File: config.mk
export PLATFORM = sky130hd
export DESIGN_NAME = ahbl_sram_ctrl_flat
export DESIGN_NICKNAME = d
export VERILOG_FILES = /design/src/rtl/ahbl_pkg.sv /design/src/rtl/ahbl_sram_ctrl_if.sv /design/src/rtl/ahbl_sram_wbuf.sv /design/src/rtl/ahbl_sram_ctrl.sv /design/src/flat_wrapper.sv
export SDC_FILE = /design/constraint.sdc
export NUM_CORES = 1
export LEC_CHECK = 0
export ABC_AREA = 1
export CAP_MARGIN = 20
export CORE_UTILIZATION = 25
export DETAILED_ROUTE_END_ITERATION = 16
export HOLD_SLACK_MARGIN = 0.15
export MAX_ROUTING_LAYER = met4
export PLACE_DENSITY = 0.55
export SYNTH_ARGS = -nofsm -noshare
export SYNTH_HDL_FRONTEND = slang
export SYNTH_SLANG_ARGS = --single-unit
export TNS_END_PERCENT = 1
File: constraint.sdc
create_clock -name HCLK -period 10.1 [get_ports HCLK]
set_input_delay 1.01 -clock HCLK [delete_from_list [all_inputs] [get_ports HCLK]]
set_output_delay 1.01 -clock HCLK [all_outputs]
set_load 0.02 [all_outputs]
File: src/rtl/ahbl_pkg.sv
// Shared AHB-Lite definitions: transfer encodings, byte-lane types and
// the byte-enable / byte-merge helpers used by the SRAM controller.
package ahbl_pkg;

    typedef enum logic [1:0] {
        HTRANS_IDLE   = 2'b00,
        HTRANS_BUSY   = 2'b01,
        HTRANS_NONSEQ = 2'b10,
        HTRANS_SEQ    = 2'b11
    } htrans_e;

    typedef enum logic [2:0] {
        HSIZE_BYTE = 3'd0,
        HSIZE_HALF = 3'd1,
        HSIZE_WORD = 3'd2
    } hsize_e;

    localparam int NUM_LANES = 4;
    localparam int LANE_W    = 8;

    typedef logic [NUM_LANES-1:0]             be_t;
    typedef logic [NUM_LANES-1:0][LANE_W-1:0] word_t;

    // Byte lanes touched by a transfer; anything wider than a half is a word.
    function automatic be_t ahbl_be(input logic [2:0] hsize, input logic [1:0] addr_lo);
        be_t be;
        case (hsize)
            HSIZE_BYTE: be = be_t'(4'b0001) << addr_lo;
            HSIZE_HALF: be = be_t'(4'b0011) << {addr_lo[1], 1'b0};
            default:    be = '1;
        endcase
        return be;
    endfunction

    // Per-lane select: lanes set in be come from upd, the rest from base.
    function automatic word_t ahbl_merge(input word_t base, input word_t upd, input be_t be);
        word_t r;
        for (int i = 0; i < NUM_LANES; i++)
            r[i] = be[i] ? upd[i] : base[i];
        return r;
    endfunction

endpackage

File: src/rtl/ahbl_sram_ctrl_if.sv
// AHB-Lite slave-side bus bundle for the SRAM controller.
interface ahbl_sram_ctrl_if;
    logic        HSEL;
    logic        HREADY;
    logic [31:0] HADDR;
    logic [1:0]  HTRANS;
    logic        HWRITE;
    logic [2:0]  HSIZE;
    logic [31:0] HWDATA;
    logic [31:0] HRDATA;
    logic        HREADYOUT;
    logic        HRESP;

    modport master (
        output HSEL, HREADY, HADDR, HTRANS, HWRITE, HSIZE, HWDATA,
        input  HRDATA, HREADYOUT, HRESP
    );

    modport slave (
        input  HSEL, HREADY, HADDR, HTRANS, HWRITE, HSIZE, HWDATA,
        output HRDATA, HREADYOUT, HRESP
    );
endinterface

File: src/rtl/ahbl_sram_wbuf.sv
// One-entry posted-write buffer. Holds a write that lost the SRAM port to a
// read and reports which of its bytes cover a given word address.
module ahbl_sram_wbuf
    import ahbl_pkg::*;
#(
    parameter int AW = 12
) (
    input  logic          clk,
    input  logic          rst,
    input  logic          load,
    input  logic [AW-1:0] load_addr,
    input  be_t           load_be,
    input  word_t         load_data,
    input  logic          drain,
    input  logic [AW-1:0] match_addr,
    output logic          valid,
    output logic [AW-1:0] addr,
    output be_t           be,
    output word_t         data,
    output be_t           hit_be
);

    // Load wins over drain; the controller never requests both together.
    always_ff @(posedge clk or posedge rst) begin
        if (rst) begin
            valid <= 1'b0;
            addr  <= '0;
            be    <= '0;
            data  <= '0;
        end else if (load) begin
            valid <= 1'b1;
            addr  <= load_addr;
            be    <= load_be;
            data  <= load_data;
        end else if (drain) begin
            valid <= 1'b0;
        end
    end

    assign hit_be = (valid && addr == match_addr) ? be : '0;

endmodule

File: src/rtl/ahbl_sram_ctrl.sv
// Zero-wait-state AHB-Lite to single-port synchronous SRAM bridge.
// Reads own the SRAM port in their address phase; a write whose data phase
// collides with a read is parked in a one-entry buffer and drained on the
// next cycle without a read. Reads see pending writes through forwarding.
module ahbl_sram_ctrl
    import ahbl_pkg::*;
#(
    parameter int AW = 12
) (
    input  logic                  HCLK,
    input  logic                  HRESET,
    ahbl_sram_ctrl_if.slave       ahb,
    input  logic [31:0]           SRAMRDATA,
    output logic                  SRAMCS0,
    output logic [3:0]            SRAMWEN,
    output logic [31:0]           SRAMWDATA,
    output logic [AW-1:0]         SRAMADDR
);

    // Address-phase decode
    logic          addr_ph, rd_ph, wr_ph;
    logic [AW-1:0] ha;
    be_t           hbe;

    assign addr_ph = ahb.HSEL & ahb.HREADY & ahb.HTRANS[1];
    assign rd_ph   = addr_ph & ~ahb.HWRITE;
    assign wr_ph   = addr_ph &  ahb.HWRITE;
    assign ha      = ahb.HADDR[AW+1:2];
    assign hbe     = ahbl_be(ahb.HSIZE, ahb.HADDR[1:0]);

    // Upper address bits wrap; HTRANS[0] only separates IDLE from BUSY.
    logic unused_bits;
    assign unused_bits = ^{ahb.HADDR[31:AW+2], ahb.HTRANS[0]};

    // Data-phase and forwarding state
    logic          dp_wr, dp_rd;
    logic [AW-1:0] dp_addr;
    be_t           dp_be;
    be_t           fwd_be;
    word_t         fwd_data;
    word_t         hrdata_q;

    // Write buffer
    logic          wb_valid, wb_load, wb_drain;
    logic [AW-1:0] wb_addr;
    be_t           wb_be, wb_hit_be;
    word_t         wb_data;

    assign wb_load  = dp_wr & rd_ph;
    assign wb_drain = wb_valid & ~rd_ph;

    ahbl_sram_wbuf #(.AW(AW)) u_wbuf (
        .clk        (HCLK),
        .rst        (HRESET),
        .load       (wb_load),
        .load_addr  (dp_addr),
        .load_be    (dp_be),
        .load_data  (ahb.HWDATA),
        .drain      (wb_drain),
        .match_addr (ha),
        .valid      (wb_valid),
        .addr       (wb_addr),
        .be         (wb_be),
        .data       (wb_data),
        .hit_be     (wb_hit_be)
    );

    // Forwarding sources for the read in its address phase; the in-flight
    // data-phase write is younger than the buffer, so its bytes win.
    be_t   dp_hit_be, fwd_be_d;
    word_t fwd_data_d;

    assign dp_hit_be  = (dp_wr && dp_addr == ha) ? dp_be : '0;
    assign fwd_be_d   = wb_hit_be | dp_hit_be;
    assign fwd_data_d = ahbl_merge(wb_data, ahb.HWDATA, dp_hit_be);

    // Capture address-phase attributes into the data phase
    always_ff @(posedge HCLK or posedge HRESET) begin
        if (HRESET) begin
            dp_wr   <= 1'b0;
            dp_rd   <= 1'b0;
            dp_addr <= '0;
            dp_be   <= '0;
        end else begin
            dp_wr <= wr_ph;
            dp_rd <= rd_ph;
            if (addr_ph) begin
                dp_addr <= ha;
                dp_be   <= hbe;
            end
        end
    end

    // Register the forwarding mask/data for the read data phase
    always_ff @(posedge HCLK or posedge HRESET) begin
        if (HRESET) begin
            fwd_be   <= '0;
            fwd_data <= '0;
        end else if (rd_ph) begin
            fwd_be   <= fwd_be_d;
            fwd_data <= fwd_data_d;
        end
    end

    // SRAM port arbitration: read > buffer drain > direct write
    always_comb begin
        SRAMCS0   = 1'b0;
        SRAMWEN   = '0;
        SRAMWDATA = '0;
        SRAMADDR  = '0;
        if (!HRESET) begin
            if (rd_ph) begin
                SRAMCS0  = 1'b1;
                SRAMADDR = ha;
            end else if (wb_valid) begin
                SRAMCS0   = 1'b1;
                SRAMWEN   = wb_be;
                SRAMWDATA = wb_data;
                SRAMADDR  = wb_addr;
            end else if (dp_wr) begin
                SRAMCS0   = 1'b1;
                SRAMWEN   = dp_be;
                SRAMWDATA = ahb.HWDATA;
                SRAMADDR  = dp_addr;
            end
        end
    end

    // Read data: forwarded bytes over SRAM bytes, held between reads
    word_t rd_merged;
    assign rd_merged = ahbl_merge(SRAMRDATA, fwd_data, fwd_be);

    always_ff @(posedge HCLK or posedge HRESET) begin
        if (HRESET)     hrdata_q <= '0;
        else if (dp_rd) hrdata_q <= rd_merged;
    end

    assign ahb.HRDATA    = dp_rd ? rd_merged : hrdata_q;
    assign ahb.HREADYOUT = 1'b1;
    assign ahb.HRESP     = 1'b0;

endmodule

File: src/flat_wrapper.sv
// flat-port wrapper written by rule: the top's interface ports become plain ports
module ahbl_sram_ctrl_flat import ahbl_pkg::*;
#(
    parameter int AW = 12
)
  (HCLK, HRESET, SRAMRDATA, SRAMCS0, SRAMWEN, SRAMWDATA, SRAMADDR, ahb_HSEL, ahb_HREADY, ahb_HADDR, ahb_HTRANS, ahb_HWRITE, ahb_HSIZE, ahb_HWDATA, ahb_HRDATA, ahb_HREADYOUT, ahb_HRESP);
  ahbl_sram_ctrl_if ahb_i ();
  input  logic HCLK;
  input  logic HRESET;
  input  logic [31:0] SRAMRDATA;
  output logic SRAMCS0;
  output logic [3:0] SRAMWEN;
  output logic [31:0] SRAMWDATA;
  output logic [AW-1:0] SRAMADDR;
  input wire logic [$bits(ahb_i.HSEL)-1:0] ahb_HSEL;
  input wire logic [$bits(ahb_i.HREADY)-1:0] ahb_HREADY;
  input wire logic [$bits(ahb_i.HADDR)-1:0] ahb_HADDR;
  input wire logic [$bits(ahb_i.HTRANS)-1:0] ahb_HTRANS;
  input wire logic [$bits(ahb_i.HWRITE)-1:0] ahb_HWRITE;
  input wire logic [$bits(ahb_i.HSIZE)-1:0] ahb_HSIZE;
  input wire logic [$bits(ahb_i.HWDATA)-1:0] ahb_HWDATA;
  output wire logic [$bits(ahb_i.HRDATA)-1:0] ahb_HRDATA;
  output wire logic [$bits(ahb_i.HREADYOUT)-1:0] ahb_HREADYOUT;
  output wire logic [$bits(ahb_i.HRESP)-1:0] ahb_HRESP;
  assign ahb_i.HSEL = ahb_HSEL;
  assign ahb_i.HREADY = ahb_HREADY;
  assign ahb_i.HADDR = ahb_HADDR;
  assign ahb_i.HTRANS = ahb_HTRANS;
  assign ahb_i.HWRITE = ahb_HWRITE;
  assign ahb_i.HSIZE = ahb_HSIZE;
  assign ahb_i.HWDATA = ahb_HWDATA;
  assign ahb_HRDATA = ahb_i.HRDATA;
  assign ahb_HREADYOUT = ahb_i.HREADYOUT;
  assign ahb_HRESP = ahb_i.HRESP;
  ahbl_sram_ctrl #(.AW(AW)) u_core (.HCLK(HCLK), .HRESET(HRESET), .ahb(ahb_i), .SRAMRDATA(SRAMRDATA), .SRAMCS0(SRAMCS0), .SRAMWEN(SRAMWEN), .SRAMWDATA(SRAMWDATA), .SRAMADDR(SRAMADDR));
endmodule
==> impl_metrics.env, run 1 <==
export IMPL_status="finished, final reports clean"
export IMPL_worst_r2r_startpoint="u_core.dp_addr[10]"
export IMPL_cp_max_fo=51
export IMPL_ant_nets=0
export IMPL_viasPerCell=4.531
export IMPL_rsz0062_at_grt="false"
export IMPL_power_density_nw_per_um2=161.2
export IMPL_grt_pass1_wl_um=35620
export IMPL_htree_levels=4
export IMPL_die_h_um=171.5
export IMPL_grt_usage=0.1632
export IMPL_setup_viol_count_final=0
export IMPL_final_max_slew_viol_count=0
export IMPL_wirelength_um=22480
export IMPL_whs_ns=0.4800
export IMPL_yosys_register_bits=135
export IMPL_yosysSeqAreaShare=0.4705
export IMPL_drcViolationCount=0
export IMPL_drive_above_1_share=0.06105
export IMPL_std_cell_rows=61
export IMPL_synth_area_leaders="dfrtp_1, nand2_1, a22oi_1"
export IMPL_nNetsFinal=1174
export IMPL_finalCritPeriodShare=0.5166
export IMPL_tritoncts="yes"
export IMPL_clock_skew_ns=0.01189
export IMPL_crit_type="primary input to output port"
export IMPL_critPathArrivalTime_ns=4.21
export IMPL_syn_to_final_growth_pct=34.59
export IMPL_cts_resized=0
export IMPL_hold_start="u_core.fwd_data[26]"
export IMPL_worstSetupStartpoint="ahb_HTRANS[1]"
export IMPL_routabilityCongestion=0.8083
export IMPL_cp_end_kind="output port"
export IMPL_synthCells=935
export IMPL_ir_drop_mv=0.08408
export IMPL_core_area_sq_um=28010
export IMPL_clk_pin_slew_worst_paths_ns=0.07
export IMPL_hp_class="register to register"
export IMPL_finalSetupTns_ns=0
export IMPL_grt_overflow_total=0
export IMPL_numCtsBuffers=17
export IMPL_num_io_pins=189
export IMPL_synth_edff_count=0
export IMPL_relSlewSlack=0.3256
export IMPL_dpl_hpwl_um=14780
export IMPL_portBuffers=167
export IMPL_syn_nets=1041
export IMPL_cp_required_ns=9.09
export IMPL_async_flop_share=1.000
export IMPL_cts_root_buffer="clkbuf_16"
export IMPL_grt_pass1_vias=6319
export IMPL_maxCapViolCount=0
export IMPL_antenna_cells=0
export IMPL_syn_avg_cell_area_sq_um=7.678
export IMPL_synth_ff_type="dfrtp_1"
export IMPL_synth_area_sq_um=7179
export IMPL_initial_core_util=0.2563
export IMPL_cts_sinks=135
export IMPL_wl_per_cell_um=15.41
export IMPL_p_leak_nw=4.355
export IMPL_fp_dieW_um=171.5
export IMPL_start_kind="primary input"
export IMPL_grt_max_degree=97
export IMPL_clk_latency_ns=0.42
export IMPL_post_cts_buffers=0
export IMPL_finalHoldViolCount=0
export IMPL_yosys_warnings=0
export IMPL_yosysTopAreaCell="dfrtp_1"
export IMPL_clock_path_buffers=2
export IMPL_ctsHoldBuffers=0
export IMPL_synth_distinct_cells=29
export IMPL_vias=6610
export IMPL_antenna_found_initial=0
export IMPL_die_area_sq_um=29400
export IMPL_drt_iter0_markers=480
export IMPL_fmax_ghz=0.1917
export IMPL_period_needed_ns=5.217
export IMPL_synth_top_area_share=0.4705
export IMPL_worstMarginPinSlew_ns=1.008
export IMPL_firstDrtPassIters=5
worst max-delay path, stage by stage:
cell	delay (ns)
clkdlybuf4s50_1	0.45
nand3_1	0.07
buf_4	0.23
nor2_4	0.10
buf_4	0.52
inv_1	0.15
nand2_2	0.77
o21ai_0	0.26
clkdlybuf4s50_1	0.59
layout by cell type (no fill, tap or decap), drive strengths merged, types with 2 or more instances in the layout:
cell type and count:
nor2 90, clkdlybuf4s50 167, buf 8, xnor2 5
nand4 32, a21oi 2, nand2 275, inv 115
clkinv 5, nand3 59, conb 2, a22oi 52
clkbuf 17, clkinvlp 3, dfrtp 135, a31oi 33
o21ai 79
power by group:
group / leakage, nW / total (mW) / switching (mW) / internal [mW]
Combinational: 2.37 / 0.306 / 0.170 / 0.136
Clock: 0.268 / 0.602 / 0.277 / 0.325
Sequential: 1.72 / 0.650 / 0.0479 / 0.602
metal layers:
| layer | share of wire | GRT usage | vias up |
|---|---|---|---|
| met5 | 0 | - | - |
| met4 | 0.011 | 0.04697 | 0 |
| met3 | 0.048 | 0.02922 | 16 |
| met2 | 0.43 | 0.2294 | 175 |
| met1 | 0.51 | 0.2360 | 3101 |
| li1 | - | - | 3318 |
cell usage after synthesis (4+ instances only):
library cell / number
nand3_1: 54
xnor2_1: 5
a22oi_1: 52
dfrtp_1: 135
o21ai_1: 17
nand4_1: 32
buf_2: 10
inv_2: 7
inv_1: 97
buf_4: 6
o21ai_0: 62
clkbuf_1: 30
clkinv_1: 4
nand3_4: 4
nand2_1: 272
nor2_1: 85
buf_1: 5
clkbuf_8: 4
a31oi_1: 33
cells by family (layout without fill, tap and decap cells):
group | count (synthesis) | after routing | share of synthesized area
flip-flops | 135 | 135 | 0.4705
AO/OA/AOI/OAI | 166 | 166 | 0.1396
buffers and inverters | 169 | 315 | 0.1067
AND/OR/NAND/NOR | 457 | 457 | 0.2748
other | 2 | 2 | 0.001046
XOR/XNOR | 6 | 6 | 0.007320
path summary, 6_finish.rpt:
| kind | slack, ns | depth (start not counted) | to |
|---|---|---|---|
| setup / recovery | 4.88 | 9 | SRAMADDR[7] |
| hold / removal | 0.48 | 2 | u_core.fwd_data[26] |
| setup reg to reg | 8.03 | 10 | u_core.fwd_be[0] |
| hold reg to reg | 0.48 | 2 | u_core.fwd_data[26] |
| max in group asynchronous | 7.92 | 4 | u_core.u_wbuf.data[28] |
| min in group asynchronous | 1.14 | 2 | u_core.u_wbuf.addr[4] |
metrics by stage:
stage / worst slack, ns / instances / utilization / area [sq um] / power, mW
after floorplan: 3.254 / 935 / - / 7179 / 0.8280
after global placement: 4.887 / 1424 / 0.3224 / 9031 / 0.9623
after detailed placement: 4.836 / 1424 / 0.3224 / 9031 / 0.9673
after CTS: 4.833 / 1456 / 0.3423 / 9588 / 1.581
after global routing: 4.593 / 1459 / 0.3450 / 9663 / 1.644
final: 4.883 / 1459 / 0.3450 / 9663 / 1.557
sequential cells by signal, indices dropped and copies added, names as in the netlist:
| name | count |
|---|---|
| u_core.fwd_be | 4 |
| u_core.u_wbuf.be | 4 |
| u_core.dp_rd | 1 |
| u_core.u_wbuf.valid | 1 |
| u_core.dp_addr | 12 |
| u_core.dp_be | 4 |
| u_core.dp_wr | 1 |
| u_core.hrdata_q | 32 |
| u_core.u_wbuf.addr | 12 |
| u_core.fwd_data | 32 |
| u_core.u_wbuf.data | 32 |
final cells by class:
cell class                 instances  area, sq um
clock buffer                      17        425.4
clock inverter                    15        131.4
fill                            2998        18350
inverter                         108        410.4
multi-input combinational        631         3058
sequential                       135         3381
tap                              378        473.0
timing repair buffer             175         1784
Power figures use the tool's default switching activity.
==> inputs of run 2 (changes only) <==
--- a/config.mk
+++ b/config.mk
@@ -11,7 +11,7 @@
 export DETAILED_ROUTE_END_ITERATION = 16
 export HOLD_SLACK_MARGIN = 0.15
 export MAX_ROUTING_LAYER = met4
-export PLACE_DENSITY = 0.55
+export PLACE_DENSITY = 0.56
 export SYNTH_ARGS = -nofsm -noshare
 export SYNTH_HDL_FRONTEND = slang
 export SYNTH_SLANG_ARGS = --single-unit
==> constraint.sdc (replaced) <==
create_clock -name HCLK -period 4.41 [get_ports HCLK]
set_input_delay 0.441 -clock HCLK [delete_from_list [all_inputs] [get_ports HCLK]]
set_output_delay 0.441 -clock HCLK [all_outputs]
set_load 0.02 [all_outputs]
==> run 2 against run 1 <==
Clock power increased to 2.7 times the previous value. Non-clock buffer count rose by 1. Flip-flop and latch count stayed put. Register-to-register slack worse by 5.8 ns. First-iteration DRC count increased by 9.0%. Sequential share of layout area fell by 0.30 points. Setup slack worse by 3.7 ns. Clock skew up 0.0070 ns. Clock-buffer cell count up 1. Routed wire length decreased by 1.0%. Global-route usage shrank 0.21 points. Final area up 0.85%. Critical path type is now register to output port. Highest routed layer unchanged.
==> impl_metrics.env, run 2 (synthesis results as in run 1) <==
export IMPL_period_needed_ns=3.263
export IMPL_clk_latency_ns=0.43
export IMPL_nNetsFinal=1175
export IMPL_crit_slowest_cell="clkdlybuf4s50_1"
export IMPL_dpl_hpwl_um=14990
export IMPL_fmax_ghz=0.3065
export IMPL_ant_nets=0
export IMPL_dr_max_layer_used="met4"
export IMPL_worst_r2r_startpoint="u_core.dp_addr[10]"
export IMPL_rsz0062_at_grt="false"
export IMPL_post_cts_buffers=0
export IMPL_cts_sinks=135
export IMPL_cp_max_fo=31
export IMPL_clk_pin_slew_worst_paths_ns=0.06
export IMPL_wl_met1_um=11270
export IMPL_grt_usage=0.1611
export IMPL_pre_cts_slack_ns=1.216
export IMPL_critPathArrivalTime_ns=2.82
export IMPL_worstSetupStartpoint="u_core.u_wbuf.valid"
export IMPL_power_density_nw_per_um2=390.1
export IMPL_grt_max_degree=97
export IMPL_place_area_sq_um=9044
export IMPL_crit_type="register to output port"
export IMPL_die_area_sq_um=29400
export IMPL_setup_viol_count_final=0
export IMPL_num_io_pins=189
export IMPL_viasPerCell=4.547
export IMPL_grt_pass1_vias=6358
export IMPL_stdcell_count=1460
export IMPL_worstMarginPinSlew_ns=0.9952
export IMPL_drcViolationCount=0
export IMPL_clock_skew_ns=0.01886
export IMPL_htree_levels=4
export IMPL_start_kind="register"
export IMPL_relSlewSlack=0.3365
export IMPL_cts_root_buffer="clkbuf_16"
export IMPL_wl_per_cell_um=15.24
export IMPL_cpPeakStageDelay_ns=0.65
export IMPL_fill_cells=2982
export IMPL_numCtsBuffers=17
export IMPL_status="finished, final reports clean"
export IMPL_clock_path_buffers=2
export IMPL_p_total_mw=3.802
export IMPL_worstPathCellList="buf_12, nor2_4, buf_4, a22oi_1, o21ai_0, clkdlybuf4s50_1"
export IMPL_grt_overflow_total=0
export IMPL_cp_end_kind="output port"
export IMPL_p_leak_nw=4.398
export IMPL_final_cell_mix="nand2_1, clkdlybuf4s50_1, dfrtp_1"
export IMPL_wirelength_um=22250
export IMPL_portBuffers=167
export IMPL_finalCritPeriodShare=0.7398
export IMPL_vias=6638
export IMPL_wl_met3_um=1062
export IMPL_routabilityCongestion=0.8116
export IMPL_crit_family="buffers and inverters"
export IMPL_syn_to_final_growth_pct=35.74
export IMPL_finalHoldViolCount=0
export IMPL_die_h_um=171.5
export IMPL_largestRegisters="u_core.fwd_data (32), u_core.hrdata_q (32), u_core.u_wbuf.data (32)"
export IMPL_layout_commonest_cell="nand2_1"
export IMPL_final_cell_area_sq_um=9746
export IMPL_firstDrtPassIters=7
export IMPL_core_area_sq_um=28010
export IMPL_std_cell_rows=61
export IMPL_antenna_found_initial=1
export IMPL_finalSetupTns_ns=0
export IMPL_ir_drop_mv=0.2471
export IMPL_drt_iter0_markers=523
export IMPL_hp_class="primary input to asynchronous set/reset pin"
export IMPL_fp_dieW_um=171.5
export IMPL_ctsHoldBuffers=0
export IMPL_tritoncts="yes"
export IMPL_cts_resized=0
export IMPL_final_max_slew_viol_count=0
export IMPL_maxCapViolCount=0
export IMPL_met2_length_um=9685
export IMPL_initial_core_util=0.2563
export IMPL_cp_buffers_inverters=3
export IMPL_dp_cells=1426
export IMPL_grt_pass1_wl_um=35250
export IMPL_cp_required_ns=3.97
export IMPL_drive_above_1_share=0.06198
export IMPL_setup_slack_ns=1.147
==> run 2: cell count changes in the layout (fill, tap and decap cells not counted), sizes merged, moves of 2 or more <==
| cell | delta |
|---|---|
| inv | -8 |
| bufinv | +5 |
| buf | +2 |
| clkinv | +2 |
==> run 2: final timing paths <==
check                           cells past startpoint             endpoint  slack, ns
max in group asynchronous                           4         u_core.dp_rd       2.03
worst min-delay path                                2         u_core.dp_wr       0.32
min in group HCLK                                   2  u_core.fwd_data[20]       0.48
worst max-delay path                                6          SRAMADDR[7]       1.15
worst min register to register                      2  u_core.fwd_data[20]       0.48
worst max register to register                     10   u_core.fwd_data[2]       2.28
==> run 2: stage by stage <==
stage,util,hold slack [ns]
final,0.3479,0.3226
after global routing,0.3479,0.3321
after CTS,0.3464,0.3211
after detailed placement,0.3229,0.4688
after global placement,0.3229,0.4664
after floorplan,-,0.4489
==> run 2: final cells by class <==
class / count / area, sq um / area share
multi-input combinational: 631 / 3058 / 0.3138
clock buffer: 18 / 439.2 / 0.04506
timing repair buffer: 176 / 1762 / 0.1808
sequential: 135 / 3381 / 0.3469
clock inverter: 13 / 220.2 / 0.02260
tap: 378 / 473.0 / 0.04853
antenna: 1 / 2.502 / 0.0002568
inverter: 108 / 410.4 / 0.04211
==> run 2: metal layers <==
layer | vias to the layer above | global-route usage
met3 | 15 | 0.03083
met1 | 3129 | 0.2279
met4 | 0 | 0.04620
met5 | - | -
met2 | 173 | 0.2311
li1 | 3321 | -
==> run 2: worst register-to-register path, delay by kind of cell, from the launching register on <==
kind,cells,cell delay [ns]
flops,1,0.38
buf+inv,1,0.06
simple gates,9,1.62
==> run 2: power breakdown <==
group	internal, mW	switching [mW]	leakage (nW)
Combinational	0.309	0.390	2.36
Sequential	1.38	0.110	1.72
Clock	1.03	0.588	0.315
==> inputs of run 3 (changes only) <==
--- a/config.mk
+++ b/config.mk
@@ -11,7 +11,7 @@
 export DETAILED_ROUTE_END_ITERATION = 16
 export HOLD_SLACK_MARGIN = 0.15
 export MAX_ROUTING_LAYER = met4
-export PLACE_DENSITY = 0.56
+export PLACE_DENSITY = 0.55
 export SYNTH_ARGS = -nofsm -noshare
 export SYNTH_HDL_FRONTEND = slang
 export SYNTH_SLANG_ARGS = --single-unit
==> constraint.sdc (replaced) <==
create_clock -name HCLK -period 3.3 [get_ports HCLK]
set_input_delay 0.33 -clock HCLK [delete_from_list [all_inputs] [get_ports HCLK]]
set_output_delay 0.33 -clock HCLK [all_outputs]
set_load 0.02 [all_outputs]
==> run 3 against run 2 <==
Final cell count grew 0.48%. Clock-buffer cell count unchanged. Highest routed layer unchanged. Non-clock buffer count is 7 higher. Total power rose by 26%. Clock skew is 0.0068 ns lower. Critical path depth fell by 2. Global-route usage is 0.17 points lower. Hold slack improved by 0.15 ns. Routed wire length up 0.15%. Largest cell class unchanged. Utilization decreased by 0.25 points. Register-to-register slack worse by 1.0 ns.
==> impl_metrics.env, run 3 (synthesis results as in run 1) <==
export IMPL_hp_class="primary input to asynchronous set/reset pin"
export IMPL_critPathArrivalTime_ns=2.64
export IMPL_clk_latency_ns=0.42
export IMPL_wl_per_cell_um=15.19
export IMPL_antenna_found_initial=0
export IMPL_worstMarginPinSlew_ns=0.8988
export IMPL_die_h_um=171.5
export IMPL_grt_max_degree=97
export IMPL_clk_pin_slew_worst_paths_ns=0.06
export IMPL_numCtsBuffers=17
export IMPL_wirelength_um=22280
export IMPL_cp_end_kind="output port"
export IMPL_vias=6682
export IMPL_maxCapViolCount=0
export IMPL_cp_required_ns=2.97
export IMPL_stdcell_count=1467
export IMPL_viasPerCell=4.555
export IMPL_relSlewSlack=0.4008
export IMPL_ant_nets=0
export IMPL_die_area_sq_um=29400
export IMPL_grt_usage=0.1594
export IMPL_cts_sinks=135
export IMPL_ctsHoldBuffers=0
export IMPL_tritoncts="yes"
export IMPL_cts_resized=0
export IMPL_final_cell_mix="nand2_1, clkdlybuf4s50_1, dfrtp_1"
export IMPL_post_cts_buffers=0
export IMPL_initial_core_util=0.2563
export IMPL_final_cell_area_sq_um=9677
export IMPL_period_needed_ns=2.969
export IMPL_cts_root_buffer="clkbuf_16"
export IMPL_final_max_slew_viol_count=0
export IMPL_clock_path_buffers=2
export IMPL_drcViolationCount=0
export IMPL_cp_max_fo=27
export IMPL_status="finished, final reports clean"
export IMPL_multi_input_area_sq_um=3053
export IMPL_drive_above_1_share=0.06795
export IMPL_drt_iter0_markers=512
export IMPL_syn_to_final_growth_pct=34.79
export IMPL_dpl_hpwl_um=15320
export IMPL_finalCritPeriodShare=0.8998
export IMPL_portBuffers=167
export IMPL_largestRegisters="u_core.fwd_data (32), u_core.hrdata_q (32), u_core.u_wbuf.data (32)"
export IMPL_layout_commonest_cell="nand2_1"
export IMPL_p_total_mw=4.782
export IMPL_setup_viol_count_final=0
export IMPL_clock_skew_ns=0.01210
export IMPL_start_kind="register"
export IMPL_fp_dieW_um=171.5
export IMPL_fmax_ghz=0.3368
export IMPL_htree_levels=4
export IMPL_ir_drop_mv=0.2755
export IMPL_num_io_pins=189
export IMPL_dp_cells=1435
export IMPL_routabilityCongestion=0.7914
export IMPL_firstDrtPassIters=5
export IMPL_pre_cts_slack_ns=0.4966
export IMPL_crit_type="register to output port"
export IMPL_finalHoldViolCount=0
export IMPL_nNetsFinal=1182
export IMPL_final_core_util=0.3455
export IMPL_grt_overflow_total=0
export IMPL_place_area_sq_um=9109
export IMPL_p_leak_nw=4.368
export IMPL_antenna_cells=0
export IMPL_fill_cells=2984
export IMPL_finalSetupTns_ns=0
export IMPL_grt_pass1_vias=6229
export IMPL_seq_area_sq_um=3381
export IMPL_whs_ns=0.4731
export IMPL_setup_slack_ns=0.3307
export IMPL_grt_pass1_wl_um=34600
export IMPL_core_area_sq_um=28010
export IMPL_rsz0062_at_grt="false"
export IMPL_std_cell_rows=61
export IMPL_power_density_nw_per_um2=494.1
-- run 3: final timing paths --
path | start | end | slack [ns] | cells past startpoint
min in group HCLK | u_core.fwd_data[8] | u_core.fwd_data[8] | 0.48 | 2
worst max register to register | u_core.u_wbuf.valid | u_core.fwd_be[3] | 1.27 | 8
worst max-delay path | u_core.u_wbuf.valid | SRAMWEN[1] | 0.33 | 4
worst min register to register | u_core.fwd_data[8] | u_core.fwd_data[8] | 0.48 | 2
max in group asynchronous | HRESET | u_core.dp_rd | 1.40 | 4
worst min-delay path | HRESET | u_core.u_wbuf.addr[6] | 0.47 | 3
-- run 3: critical path, cell delays in order, from the launching register on --
cell             delay (ns)
dfrtp_2                0.76
buf_4                  0.42
a22oi_1                0.14
nor2_1                 0.24
clkdlybuf4s50_1        0.66
-- run 3: layer usage --
metal  share of wire  vias up  track usage
li1                -     3330            -
met4          0.0061        0      0.03688
met1            0.50     3164       0.2240
met5               0        -            -
met3           0.051       10      0.03382
met2            0.44      178       0.2320
-- run 3: area by class of cell --
| cell class | count | area share |
|---|---|---|
| repair buffers | 183 | 0.1852 |
| clock inverters | 14 | 0.01332 |
| multi-input cells | 631 | 0.3155 |
| well taps | 378 | 0.04888 |
| inverters | 108 | 0.04241 |
| clock buffers | 18 | 0.04538 |
| flip-flops and latches | 135 | 0.3494 |
-- run 3: report_power, final --
| part | switching (mW) | leakage [nW] | internal, mW |
|---|---|---|---|
| combinational | 0.524 | 2.37 | 0.416 |
| sequential | 0.148 | 1.72 | 1.84 |
| clock | 0.835 | 0.271 | 1.02 |
| total | 1.51 | 4.37 | 3.27 |
